<file path="src/rtl/voice_mix_sequencer_pkg.sv">
// synth_pkg: state encoding, width helpers and the sample width default
// shared by the voice mix sequencer, its engine interface and the scaler.
package synth_pkg;

    // Schedule states; encoding is exposed on the debug port.
    typedef enum logic [1:0] {
        IDLE = 2'd0,
        SCAN = 2'd1,
        REQ  = 2'd2,
        DONE = 2'd3
    } state_t;

    localparam int SAMPLE_W_DEF = 16;

    // Width of a voice index.
    function automatic int vw(input int n);
        return $clog2(n);
    endfunction

    // Accumulator width: one full sample per voice cannot overflow.
    function automatic int aw(input int sample_w, input int n);
        return sample_w + vw(n);
    endfunction

endpackage

</file>
<file path="src/rtl/voice_mix_sequencer_if.sv">
// Request/acknowledge bus between the mix sequencer and the shared voice engine.
// Handshake: eng_req stays high with a stable eng_voice until the engine
// answers with eng_ack for exactly one cycle; eng_sample is valid only in
// that ack cycle. An ack while eng_req is low carries no meaning.
interface voice_mix_sequencer_if import synth_pkg::*; #(
    parameter int NUM_VOICES = 8,
    parameter int SAMPLE_W   = SAMPLE_W_DEF
);
    localparam int VW = vw(NUM_VOICES);

    logic                eng_req;
    logic [VW-1:0]       eng_voice;
    logic                eng_ack;
    logic [SAMPLE_W-1:0] eng_sample;

    modport master (
        output eng_req,
        output eng_voice,
        input  eng_ack,
        input  eng_sample
    );

    modport slave (
        input  eng_req,
        input  eng_voice,
        output eng_ack,
        output eng_sample
    );

endinterface

</file>
<file path="src/rtl/voice_mix_sequencer_mix_scaler.sv">
// mix_scaler: arithmetic right shift of the mix accumulator and reduction
// to the output sample width.
// VOICE_MIX_SATURATE_EN defined: clamp to the signed SAMPLE_W range.
// VOICE_MIX_SATURATE_EN undefined: keep the low SAMPLE_W bits (wrap).
module mix_scaler #(
    parameter int AW         = 19,
    parameter int SAMPLE_W   = 16,
    parameter int GAIN_SHIFT = 3
) (
    input  logic signed [AW-1:0]       i_acc,
    output logic signed [SAMPLE_W-1:0] o_mix
);

`ifdef VOICE_MIX_SATURATE_EN
    logic signed [AW-1:0] w_shifted;
    logic                 w_fits;

    assign w_shifted = i_acc >>> GAIN_SHIFT;
    // Value fits when every bit above the output sign bit repeats the sign.
    assign w_fits = (w_shifted[AW-1:SAMPLE_W-1] == {(AW-SAMPLE_W+1){w_shifted[AW-1]}});

    // Pass through when in range, otherwise clamp toward the sign.
    always_comb begin
        o_mix = w_shifted[SAMPLE_W-1:0];
        if (!w_fits) begin
            o_mix = w_shifted[AW-1] ? {1'b1, {(SAMPLE_W-1){1'b0}}}
                                    : {1'b0, {(SAMPLE_W-1){1'b1}}};
        end
    end
`else
    assign o_mix = SAMPLE_W'(i_acc >>> GAIN_SHIFT);
`endif

endmodule

</file>
<file path="src/rtl/voice_mix_sequencer.sv">
// voice_mix_sequencer: on each sample tick, walks the voice slots, fetches
// one sample per active voice from the shared engine, accumulates them and
// emits one scaled mix sample with a single-cycle valid strobe.
// Build option: VOICE_MIX_SATURATE_EN selects clamping instead of wrapping
// (handled inside mix_scaler).
module voice_mix_sequencer import synth_pkg::*; #(
    parameter int NUM_VOICES = 8,
    parameter int SAMPLE_W   = SAMPLE_W_DEF,
    parameter int GAIN_SHIFT = 3
) (
    input  logic                       clk,
    input  logic                       rst_n,
    input  logic                       tick,
    input  logic [NUM_VOICES-1:0]      voice_active,
    voice_mix_sequencer_if.master      eng,
    output logic                       mix_valid,
    output logic signed [SAMPLE_W-1:0] mix_out,
    output logic                       busy,
    output logic                       overrun,
    input  logic                       overrun_clr,
    output state_t                     dbg_state
);

    localparam int            VW       = vw(NUM_VOICES);
    localparam int            AW       = aw(SAMPLE_W, NUM_VOICES);
    localparam logic [VW-1:0] LAST_IDX = VW'(NUM_VOICES - 1);

    state_t                      r_state;
    state_t                      w_next;
    logic [NUM_VOICES-1:0]       r_mask;
    logic [VW-1:0]               r_idx;
    logic signed [AW-1:0]        r_acc;
    logic                        r_mix_valid;
    logic signed [SAMPLE_W-1:0]  r_mix_out;
    logic                        r_overrun;

    logic                        w_is_last;
    logic                        w_got_ack;
    logic                        w_tick_busy;
    logic signed [AW-1:0]        w_sample_ext;
    logic signed [SAMPLE_W-1:0]  w_scaled;

    assign w_is_last    = (r_idx == LAST_IDX);
    assign w_got_ack    = (r_state == REQ) && eng.eng_ack;
    assign w_tick_busy  = tick && (r_state != IDLE);
    assign w_sample_ext = {{VW{eng.eng_sample[SAMPLE_W-1]}}, eng.eng_sample};

    mix_scaler #(
        .AW         (AW),
        .SAMPLE_W   (SAMPLE_W),
        .GAIN_SHIFT (GAIN_SHIFT)
    ) u_scaler (
        .i_acc (r_acc),
        .o_mix (w_scaled)
    );

    // State register.
    always_ff @(posedge clk or negedge rst_n) begin
        if (!rst_n) begin
            r_state <= IDLE;
        end else begin
            r_state <= w_next;
        end
    end

    // Next-state: scan slots, wait for ack on active ones, finish after the last slot.
    always_comb begin
        w_next = r_state;
        case (r_state)
            IDLE: if (tick) w_next = SCAN;
            SCAN: begin
                if (r_mask[r_idx]) begin
                    w_next = REQ;
                end else if (w_is_last) begin
                    w_next = DONE;
                end
            end
            REQ:  if (eng.eng_ack) w_next = w_is_last ? DONE : SCAN;
            DONE: w_next = IDLE;
            default: w_next = IDLE;
        endcase
    end

    // Schedule datapath: mask snapshot, slot index and running sum.
    always_ff @(posedge clk or negedge rst_n) begin
        if (!rst_n) begin
            r_mask <= '0;
            r_idx  <= '0;
            r_acc  <= '0;
        end else begin
            case (r_state)
                IDLE: begin
                    if (tick) begin
                        r_mask <= voice_active;
                        r_idx  <= '0;
                        r_acc  <= '0;
                    end
                end
                SCAN: begin
                    if (!r_mask[r_idx] && !w_is_last) r_idx <= r_idx + 1'b1;
                end
                REQ: begin
                    if (w_got_ack) begin
                        r_acc <= r_acc + w_sample_ext;
                        if (!w_is_last) r_idx <= r_idx + 1'b1;
                    end
                end
                default: ;
            endcase
        end
    end

    // Registered mix output, strobe and sticky overrun flag (set beats clear).
    always_ff @(posedge clk or negedge rst_n) begin
        if (!rst_n) begin
            r_mix_valid <= 1'b0;
            r_mix_out   <= '0;
            r_overrun   <= 1'b0;
        end else begin
            r_mix_valid <= (r_state == DONE);
            if (r_state == DONE) r_mix_out <= w_scaled;
            if (w_tick_busy) begin
                r_overrun <= 1'b1;
            end else if (overrun_clr) begin
                r_overrun <= 1'b0;
            end
        end
    end

    // Moore outputs decoded from state and slot index.
    always_comb begin
        eng.eng_req   = (r_state == REQ);
        eng.eng_voice = (r_state == REQ) ? r_idx : '0;
        busy          = (r_state != IDLE);
        mix_valid     = r_mix_valid;
        mix_out       = r_mix_out;
        overrun       = r_overrun;
        dbg_state     = r_state;
    end

endmodule

</file>
<file path="src/flat_wrapper.sv">
// flat-port wrapper written by rule: the top's interface ports become plain ports
module voice_mix_sequencer_flat import synth_pkg::*;
#(
    parameter int NUM_VOICES = 8,
    parameter int SAMPLE_W   = SAMPLE_W_DEF,
    parameter int GAIN_SHIFT = 3
)
  (clk, rst_n, tick, voice_active, mix_valid, mix_out, busy, overrun, overrun_clr, dbg_state, eng_eng_req, eng_eng_voice, eng_eng_ack, eng_eng_sample);
  voice_mix_sequencer_if #(.NUM_VOICES(NUM_VOICES), .SAMPLE_W(SAMPLE_W)) eng_i ();
  input  logic clk;
  input  logic rst_n;
  input  logic tick;
  input  logic [NUM_VOICES-1:0] voice_active;
  output logic mix_valid;
  output logic signed [SAMPLE_W-1:0] mix_out;
  output logic busy;
  output logic overrun;
  input  logic overrun_clr;
  output state_t dbg_state;
  output wire logic [$bits(eng_i.eng_req)-1:0] eng_eng_req;
  output wire logic [$bits(eng_i.eng_voice)-1:0] eng_eng_voice;
  input wire logic [$bits(eng_i.eng_ack)-1:0] eng_eng_ack;
  input wire logic [$bits(eng_i.eng_sample)-1:0] eng_eng_sample;
  assign eng_eng_req = eng_i.eng_req;
  assign eng_eng_voice = eng_i.eng_voice;
  assign eng_i.eng_ack = eng_eng_ack;
  assign eng_i.eng_sample = eng_eng_sample;
  voice_mix_sequencer #(.NUM_VOICES(NUM_VOICES), .SAMPLE_W(SAMPLE_W), .GAIN_SHIFT(GAIN_SHIFT)) u_core (.clk(clk), .rst_n(rst_n), .tick(tick), .voice_active(voice_active), .eng(eng_i), .mix_valid(mix_valid), .mix_out(mix_out), .busy(busy), .overrun(overrun), .overrun_clr(overrun_clr), .dbg_state(dbg_state));
endmodule
</file>
<file path="config.mk">
export PLATFORM = sky130hd
export DESIGN_NAME = voice_mix_sequencer_flat
export DESIGN_NICKNAME = d
export VERILOG_FILES = /design/src/rtl/voice_mix_sequencer_pkg.sv /design/src/rtl/voice_mix_sequencer_if.sv /design/src/rtl/voice_mix_sequencer_mix_scaler.sv /design/src/rtl/voice_mix_sequencer.sv /design/src/flat_wrapper.sv
export SDC_FILE = /design/constraint.sdc
export NUM_CORES = 1
export LEC_CHECK = 0
export CAP_MARGIN = 20
export CORE_MARGIN = 10
export CORE_UTILIZATION = 40
export CTS_CLUSTER_SIZE = 14
export DETAILED_ROUTE_END_ITERATION = 16
export MAX_ROUTING_LAYER = met4
export SETUP_SLACK_MARGIN = 0.2
export SLEW_MARGIN = 20
export SYNTH_ARGS = -nofsm -noshare
export SYNTH_HDL_FRONTEND = slang
export SYNTH_SLANG_ARGS = --single-unit
</file>
<file path="constraint.sdc">
create_clock -name clk -period 3.6 [get_ports clk]
set_clock_uncertainty 0.2 [all_clocks]
set_input_delay 1.08 -clock clk [delete_from_list [all_inputs] [get_ports clk]]
set_output_delay 1.08 -clock clk [all_outputs]
set_load 0.02 [all_outputs]
</file>
After elaboration in Yosys (flattened, before gate mapping):

Cells that the tools add are included.

* multiply operators: 0
* bitwise gates (word level): 0
* mux-type cells: 19
* shift-type cells: 0
* order comparisons: 1
* divide/modulo/power cells: 0
* eq/ne operators: 10
* reductions and logical operators: 14
* add/sub/neg operators: 2

Operators with widths (count)
* $mux W19: 2
* $pmux W19 S2: 1
* $add A19 B16 Y19: 1
* $mux W3: 5
* $mux W2: 5
* $pmux W3 S3: 1
* $pmux W2 S4: 1
* $ne A2 B1 Y1 const B: 3
* $reduce_and A3 Y1: 2
* $reduce_bool A2 Y1: 3
* $reduce_and A5 Y1: 1
* $eq A2 B2 Y1 const B: 2
* $lt A3 B4 Y1 const B: 1
* $ne A2 B2 Y1 const B: 2
* $add A3 B1 Y3 const B: 1
* $bmux W1 S3: 1
* $eq A3 B3 Y1 const B: 1
* $logic_and A1 B1 Y1: 3
* $mux W1: 3
* $ne A3 B1 Y1 const B: 1
* $reduce_bool A3 Y1: 1
* $eq A2 B1 Y1 const B: 1
* $logic_not A1 Y1: 2
* $logic_not A2 Y1: 1
* $reduce_and A2 Y1: 1

* memories kept: 0
* latch bits: 0
* word-level logic and storage cells: 53
* output and inout bits: 25
* bits in read-only memories: 0
* RAM bits: 0
* input bits: 29
* register bits: 50

Logic depth before layout (Yosys ltp):

Gate-level depths: netlist (run 1).

* word-level depth: 6
* depth in mapped cells: 9
* gate-level depth less buffers: 8

Hierarchy:

From an unflattened synthesis (run 1), not the netlist that was laid out.

* cell total of the unflattened synthesis: 291
* area total of the unflattened synthesis: 3070.4 um^2

By module, submodules not included
* voice_mix_sequencer: sequential area each 1251.2 um^2, times used 1, cells an instance 275, area an instance 2950.3 um^2
* mix_scaler: sequential area each 0.0 um^2, times used 1, cells an instance 16, area an instance 120.1 um^2

Least setup slack after synthesis (run 1):

No wires, ideal clock.

* kind: input -> register
* start: input eng_eng_sample[0]
* end: register u_core.r_acc[18]
* cell stages on the path: 8
* setup slack: 0.413 ns
* buffers on the path: 0
* data required time: 3.278 ns
* arrival: 2.866 ns
* library setup time: 0.122 ns
* cells stage by stage: ha_1 -> fa_1 -> a21o_1 -> a221o_1 -> a21oi_2 -> or3_1 -> o221ai_1 -> a32o_1

* longest elaborated chain between the ends: 3

RTL lines
* start: declaration: RTL line flat_wrapper.sv:23 `input wire logic [$bits(eng_i.eng_sample)-1:0] eng_eng_sample;`
* $add A19 B16 Y19: RTL line voice_mix_sequencer.sv:104 `r_acc <= r_acc + w_sample_ext;`
* $mux W19: RTL line voice_mix_sequencer.sv:103 `if (w_got_ack) begin`
* $pmux W19 S2: RTL line voice_mix_sequencer.sv:91 `case (r_state)`
* end signal: assignment: RTL line voice_mix_sequencer.sv:104
* end: declaration: RTL line voice_mix_sequencer.sv:32 `logic signed [AW-1:0] r_acc;`

No other way between the ends. The select of a mux whose other input is x is not followed.
A chain may end at the register's enable or synchronous reset.

Worst setup path after layout (run 1):

Ends and elaborated chain as after synthesis.

==> flow_metrics.env, run 1 <==
export IMPL_status="completed"
export IMPL_clk_path_buf_depth=2
export IMPL_rr_startpoint="u_core.r_acc[0]$_DFFE_PN0P_"
export IMPL_synth_ff_type="dfrtp_1"
export IMPL_syn_num_nets=350
export IMPL_setup_violations=0
export IMPL_worstMarginPinSlew_ns=0.9379
export IMPL_tns_ns=0
export IMPL_power_switching_uw=1313
export IMPL_drt_pass1_iterations=4
export IMPL_io_buffers=53
export IMPL_path_clk_slew_ns=0.09
export IMPL_grt_ovfl_total=0
export IMPL_ant_nets=0
export IMPL_rows=31
export IMPL_vias_per_cell=5.310
export IMPL_gp_congestion=0.8612
export IMPL_end_kind="register"
export IMPL_async_reset_ff_share_pct=100.0
export IMPL_drt_iter0_drc=111
export IMPL_yosys_top_cells_area="dfrtp_1 (42%), ha_1 (10%), mux2_2 (9.4%)"
export IMPL_hold_violations=0
export IMPL_fp_dieW_um=106.4
export IMPL_worst_hold_path_num_cells=1
export IMPL_hp_class="register to register"
export IMPL_slowest_delay_ns=0.41
export IMPL_swShare_pct=41.25
export IMPL_postSynthCellCount=296
export IMPL_vias=2448
export IMPL_grt_pass1_wl_um=12360
export IMPL_postPlaceCellArea_mm2=0.003704
export IMPL_p_int_uw=1870
export IMPL_fin_area_mm2=0.003841
export IMPL_start_kind="primary input"
export IMPL_ys_warnings_count=0
export IMPL_fin_crit_ns=3.315
export IMPL_nets=415
export IMPL_critical_path_class="primary input to register"
export IMPL_min_from="u_core.r_mask[4]$_DFFE_PN0P_"
export IMPL_initial_utilization_pct=41.18
export IMPL_instances_no_fill=461
export IMPL_grt_usage_pct=13.59
export IMPL_fillers=658
export IMPL_worstPathRequired_ns=3.60
export IMPL_multiInputGateArea_mm2=0.001677
export IMPL_wl_per_cell_um=16.20
export IMPL_vdd_ir_drop_max_mv=0.3268
export IMPL_die_area_mm2=0.01132
export IMPL_power_share_clock_pct=12.6
export IMPL_syn_cell_area_mm2=0.002987
export IMPL_area_growth_syn_to_layout_pct=28.61
export IMPL_max_slew_margin_pct=37.47
export IMPL_power_frac_comb_pct=56.8
export IMPL_clock_root_buffer="clkbuf_8"
export IMPL_yosysSeqAreaShare_pct=41.89
export IMPL_timing_hold_ws_ns=0.3104
export IMPL_place_hpwl_um=5628
export IMPL_h_tree_depth=2
export IMPL_crit_fanout=4
export IMPL_cellPowerDensity_mw_per_mm2=828.9
export IMPL_io_pins=54
export IMPL_synth_most_common_cell="dfrtp_1"
export IMPL_post_place_cells=452
export IMPL_layout_drive_gt1_share_pct=15.75
export IMPL_remaining_drc_errors=0
export IMPL_fin_crit_sh_pct=92.07
export IMPL_cp_slowest_cell="clkdlybuf4s50_1"
export IMPL_wirelength_um=7470
export IMPL_drv_slew=0
export IMPL_synth_seq_cells=50
export IMPL_reg2reg_to="u_core.r_acc[18]$_DFFE_PN0P_"
export IMPL_syn_area_per_cell_um2=10.09
export IMPL_grt_max_degree=26
export IMPL_leakagePower_uw=0.001702
export IMPL_diodes=0
export IMPL_yosysUniqueCellTypes=48
export IMPL_antenna_found_initial=0
export IMPL_r2r_setup_slack_ns=1.09
export IMPL_r2r_cells=8
export IMPL_core_area_mm2=0.007253
export IMPL_cts_sinks=50
export IMPL_clk_latency_ns=0.31
export IMPL_whs_endpoint="u_core.r_mask[4]$_DFFE_PN0P_"
export IMPL_chipHeight_um=106.4
export IMPL_synth_edf_count=0
export IMPL_power_frac_seq_pct=30.6
export IMPL_yosysTopAreaCell="dfrtp_1"
export IMPL_seq_area_mm2=0.001251
export IMPL_synth_top_area_share_pct=41.89
export IMPL_crit_arrival_ns=3.32
export IMPL_grt_pass1_vias=2482
export IMPL_max_cap_viol_count=0
export IMPL_clock_fmax_ghz=0.3017
export IMPL_cts_tree="built"
export IMPL_grt_setup_unrepaired="no"
export IMPL_crit_chain="clkdlybuf4s50_1, ha_2, fa_2, a21o_1, a221o_1, a21oi_4, or3_4, o221ai_1, a32o_1"
export IMPL_ys_top_cells_by_count="dfrtp_1 (50), nand2_1 (35), mux2_2 (25)"
export IMPL_cts_buffers=5
## layer usage
layer / part of all wire [%] / global-route usage [%]
met1: 47 / 16.97
met2: 48 / 21.73
met3: 4.6 / 2.838
met4: 1.2 / 3.965
met5: 0 / -
## worst max-delay path by stage
stage | from | endpoint | slack (ns) | cells past startpoint
final | eng_eng_sample[0] | u_core.r_acc[18]$_DFFE_PN0P_ | 0.29 | 9
after global routing | eng_eng_sample[0] | u_core.r_acc[18]$_DFFE_PN0P_ | 0.22 | 9
after CTS | eng_eng_sample[0] | u_core.r_acc[18]$_DFFE_PN0P_ | 0.22 | 9
after detailed placement | eng_eng_sample[0] | u_core.r_acc[18]$_DFFE_PN0P_ | -0.12 | 9
after global placement | eng_eng_sample[0] | u_core.r_acc[18]$_DFFE_PN0P_ | -0.09 | 9
after floorplan | eng_eng_sample[0] | u_core.r_acc[18]$_DFFE_PN0P_ | 0.41 | 8
## layout make-up
type,instances,share of cell area [%]
multi-input cells,226,43.65
flip-flops and latches,50,32.57
repair buffers,69,16.81
well taps,99,3.225
clock buffers,6,1.889
clock inverters,2,0.9772
inverters,9,0.8795
## kinds of logic after synthesis
logic type / count (synthesis) / share of synthesized area, %
compound gates: 81 / 17.30
xor+xnor: 10 / 2.932
fa+ha+maj: 25 / 10.72
buf+inv: 20 / 2.639
flops: 50 / 41.89
mux: 28 / 11.27
simple gates: 82 / 13.24
## power groups by stage
stage               logic, uW  clock network [uW]  registers (uW)
CTS                      1800                 420             979
finish                   1810                 403             974
global placement         1770                   0             979
global route             2000                 441            1010
floorplan                1100                   0            1050
detailed placement       1790                   0             990
## cell usage in the layout, fill, tap and decap left out, types with 3 or more instances in the layout
cell,count
xor2_1,5
clkbuf_8,5
a32o_1,3
mux2_2,25
inv_1,9
and2_1,3
nand3_1,7
o21bai_1,3
nand2_1,35
nand2b_1,4
nor2_1,8
o21a_1,6
a22o_1,3
xnor2_1,5
nor3_1,6
buf_4,16
o21ai_0,16
ha_1,22
dfrtp_1,50
nand4_1,6
or3_1,3
nor2b_1,3
a21oi_1,22
o21ai_1,10
clkdlybuf4s50_1,52
## registers in the layout, indices dropped and copies added, names as in the netlist
name and flops:
u_core.dbg_state 2, u_core.mix_out 16, u_core.mix_valid 1, u_core.overrun 1, u_core.r_acc 19, u_core.r_idx 3
u_core.r_mask 8
## critical path, delay by kind of cell
kind | cells | cell delay, ns
buffers and inverters | 1 | 0.41
AOI/OAI and AO/OA | 5 | 1.14
adders and majority gates | 2 | 0.53
and+or+nand+nor | 1 | 0.16
## metrics by stage
step                setup slack (ns)  util (%)  power [uW]
finish                        0.2855     52.96        3184
global route                  0.2189     52.96        3447
CTS                           0.2195     52.58        3198
detailed placement           -0.1196     51.06        2778
global placement            -0.09011     51.06        2747
floorplan                     0.4128         -        2155
## what timing repair did
action                     4_1_cts  5_1_grt
setup buffers                    0        1
setup endpoints to repair        0        6
hold buffers                     0        0
gates resized for setup          0        5
Power figures use the tool's default switching activity.
==> run 2, diff against run 1 <==
- PLACE_DENSITY: unset -> 0.72
==> run 2 against run 1 <==
Net effect:
- hold slack gained 0.0033 ns
- global-route usage shrank 0.15 points
- cell area is essentially flat
- largest power group unchanged
==> flow_metrics.env, run 2 (synthesis gave the netlist of run 1 again) <==
export IMPL_status="completed"
export IMPL_grt_pass1_vias=2594
export IMPL_nets=415
export IMPL_ant_nets=0
export IMPL_clock_fmax_ghz=0.3011
export IMPL_max_slew_margin_pct=40.09
export IMPL_drt_iter0_drc=135
export IMPL_leakagePower_uw=0.001697
export IMPL_end_kind="register"
export IMPL_area_growth_syn_to_layout_pct=28.66
export IMPL_postPlaceCellArea_mm2=0.003704
export IMPL_r2r_cells=8
export IMPL_worstMarginPinSlew_ns=0.8986
export IMPL_max_cap_viol_count=0
export IMPL_grt_pass1_wl_um=12280
export IMPL_fin_crit_ns=3.321
export IMPL_cellPowerDensity_mw_per_mm2=819.8
export IMPL_remaining_drc_errors=0
export IMPL_clock_root_buffer="clkbuf_8"
export IMPL_largest_register="u_core.r_acc"
export IMPL_vias=2522
export IMPL_hold_violations=0
export IMPL_grt_usage_pct=13.45
export IMPL_timing_hold_ws_ns=0.3137
export IMPL_core_area_mm2=0.007253
export IMPL_drv_slew=0
export IMPL_fin_crit_sh_pct=92.24
export IMPL_vias_per_cell=5.471
export IMPL_hp_class="register to register"
export IMPL_fp_dieW_um=106.4
export IMPL_die_area_mm2=0.01132
export IMPL_initial_utilization_pct=41.18
export IMPL_layout_common_cells="clkdlybuf4s50_1 (52), dfrtp_1 (50), nand2_1 (35)"
export IMPL_crit_fanout=4
export IMPL_dp_slack_ns=-0.1481
export IMPL_vdd_ir_drop_max_mv=0.3494
export IMPL_ctsHoldBuffers=0
export IMPL_cts_sinks=50
export IMPL_worst_hold_path_num_cells=1
export IMPL_io_buffers=53
export IMPL_gp_congestion=0.8856
export IMPL_diodes=0
export IMPL_h_tree_depth=2
export IMPL_fin_area_mm2=0.003842
export IMPL_chipHeight_um=106.4
export IMPL_drt_pass1_iterations=4
export IMPL_place_hpwl_um=5663
export IMPL_cts_tree="built"
export IMPL_layout_drive_gt1_share_pct=16.57
export IMPL_clk_latency_ns=0.31
export IMPL_rows=31
export IMPL_min_from="u_core.mix_out[11]$_DFFE_PN0P_"
export IMPL_setup_violations=0
export IMPL_worstPathRequired_ns=3.61
export IMPL_wl_per_cell_um=16.20
export IMPL_grt_ovfl_total=0
export IMPL_clk_path_buf_depth=2
export IMPL_io_pins=54
export IMPL_final_common_cell="clkdlybuf4s50_1"
export IMPL_grt_max_degree=51
export IMPL_crit_arrival_ns=3.33
export IMPL_post_place_cells=452
export IMPL_wirelength_um=7468
export IMPL_critical_path_class="primary input to register"
export IMPL_largest_reg_flops=19
export IMPL_fin_ws_ns=0.2794
export IMPL_instances_no_fill=461
export IMPL_utilization_pct=52.98
export IMPL_grt_setup_unrepaired="yes"
export IMPL_path_clk_slew_ns=0.09
export IMPL_startpoint="eng_eng_sample[0]"
export IMPL_start_kind="primary input"
export IMPL_cts_buffers=5
export IMPL_antenna_found_initial=0
export IMPL_rr_startpoint="u_core.r_acc[0]$_DFFE_PN0P_"
==> run 2: repair_timing <==
action | 4_1_cts | 5_1_grt
setup buffers | 0 | 1
pin swaps | 0 | 2
resized for setup | 1 | 6
endpoints found under the setup margin | 1 | 7
endpoints found under the hold margin | 0 | 0
==> run 2: metrics by stage <==
stage / power [uW] / setup TNS (ns)
3_5_place_dp: 2788 / -0.2689
3_3_place_gp: 2736 / -0.1441
5_1_grt: 3413 / 0
6_report: 3150 / 0
2_1_floorplan: 2155 / 0
4_1_cts: 3152 / 0
==> run 2: critical path: stages <==
cell,delay (ns)
clkdlybuf4s50_1,0.42
ha_2,0.21
fa_2,0.34
a21o_1,0.19
a221o_1,0.38
a21oi_4,0.23
or3_4,0.16
o221ai_1,0.09
a32o_1,0.23
==> run 2: layout make-up <==
type                       count  area (um2)
inverter                       9       33.78
multi-input combinational    226        1693
sequential                    50        1251
tap                           99       123.9
clock inverter                 2       12.51
clock buffer                   6       82.58
timing repair buffer          69       645.6
fill                         672        3411
==> run 2: final timing paths <==
| check | to | slack, ns |
|---|---|---|
| max in group asynchronous | u_core.mix_out[9]$_DFFE_PN0P_ | 2.09 |
| max reg2reg | u_core.r_acc[18]$_DFFE_PN0P_ | 1.09 |
| min in group asynchronous | u_core.mix_out[13]$_DFFE_PN0P_ | 0.67 |
| min reg2reg | u_core.mix_out[11]$_DFFE_PN0P_ | 0.31 |
| max | u_core.r_acc[18]$_DFFE_PN0P_ | 0.28 |
| min | u_core.mix_out[11]$_DFFE_PN0P_ | 0.31 |
==> run 2: routing by layer <==
| metal | GRT usage [%] | part of all wire (%) | wire length, um |
|---|---|---|---|
| met5 | - | 0 | 0 |
| met4 | 2.998 | 0.64 | 48 |
| met3 | 3.623 | 5.2 | 392 |
| met2 | 22.13 | 49 | 3642 |
| met1 | 16.12 | 45 | 3384 |
==> run 2: power breakdown <==
part / internal, uW / leakage [uW] / switching (uW)
clock network: 155 / 0.0000472 / 195
logic: 875 / 0.000999 / 952
registers: 800 / 0.000651 / 173
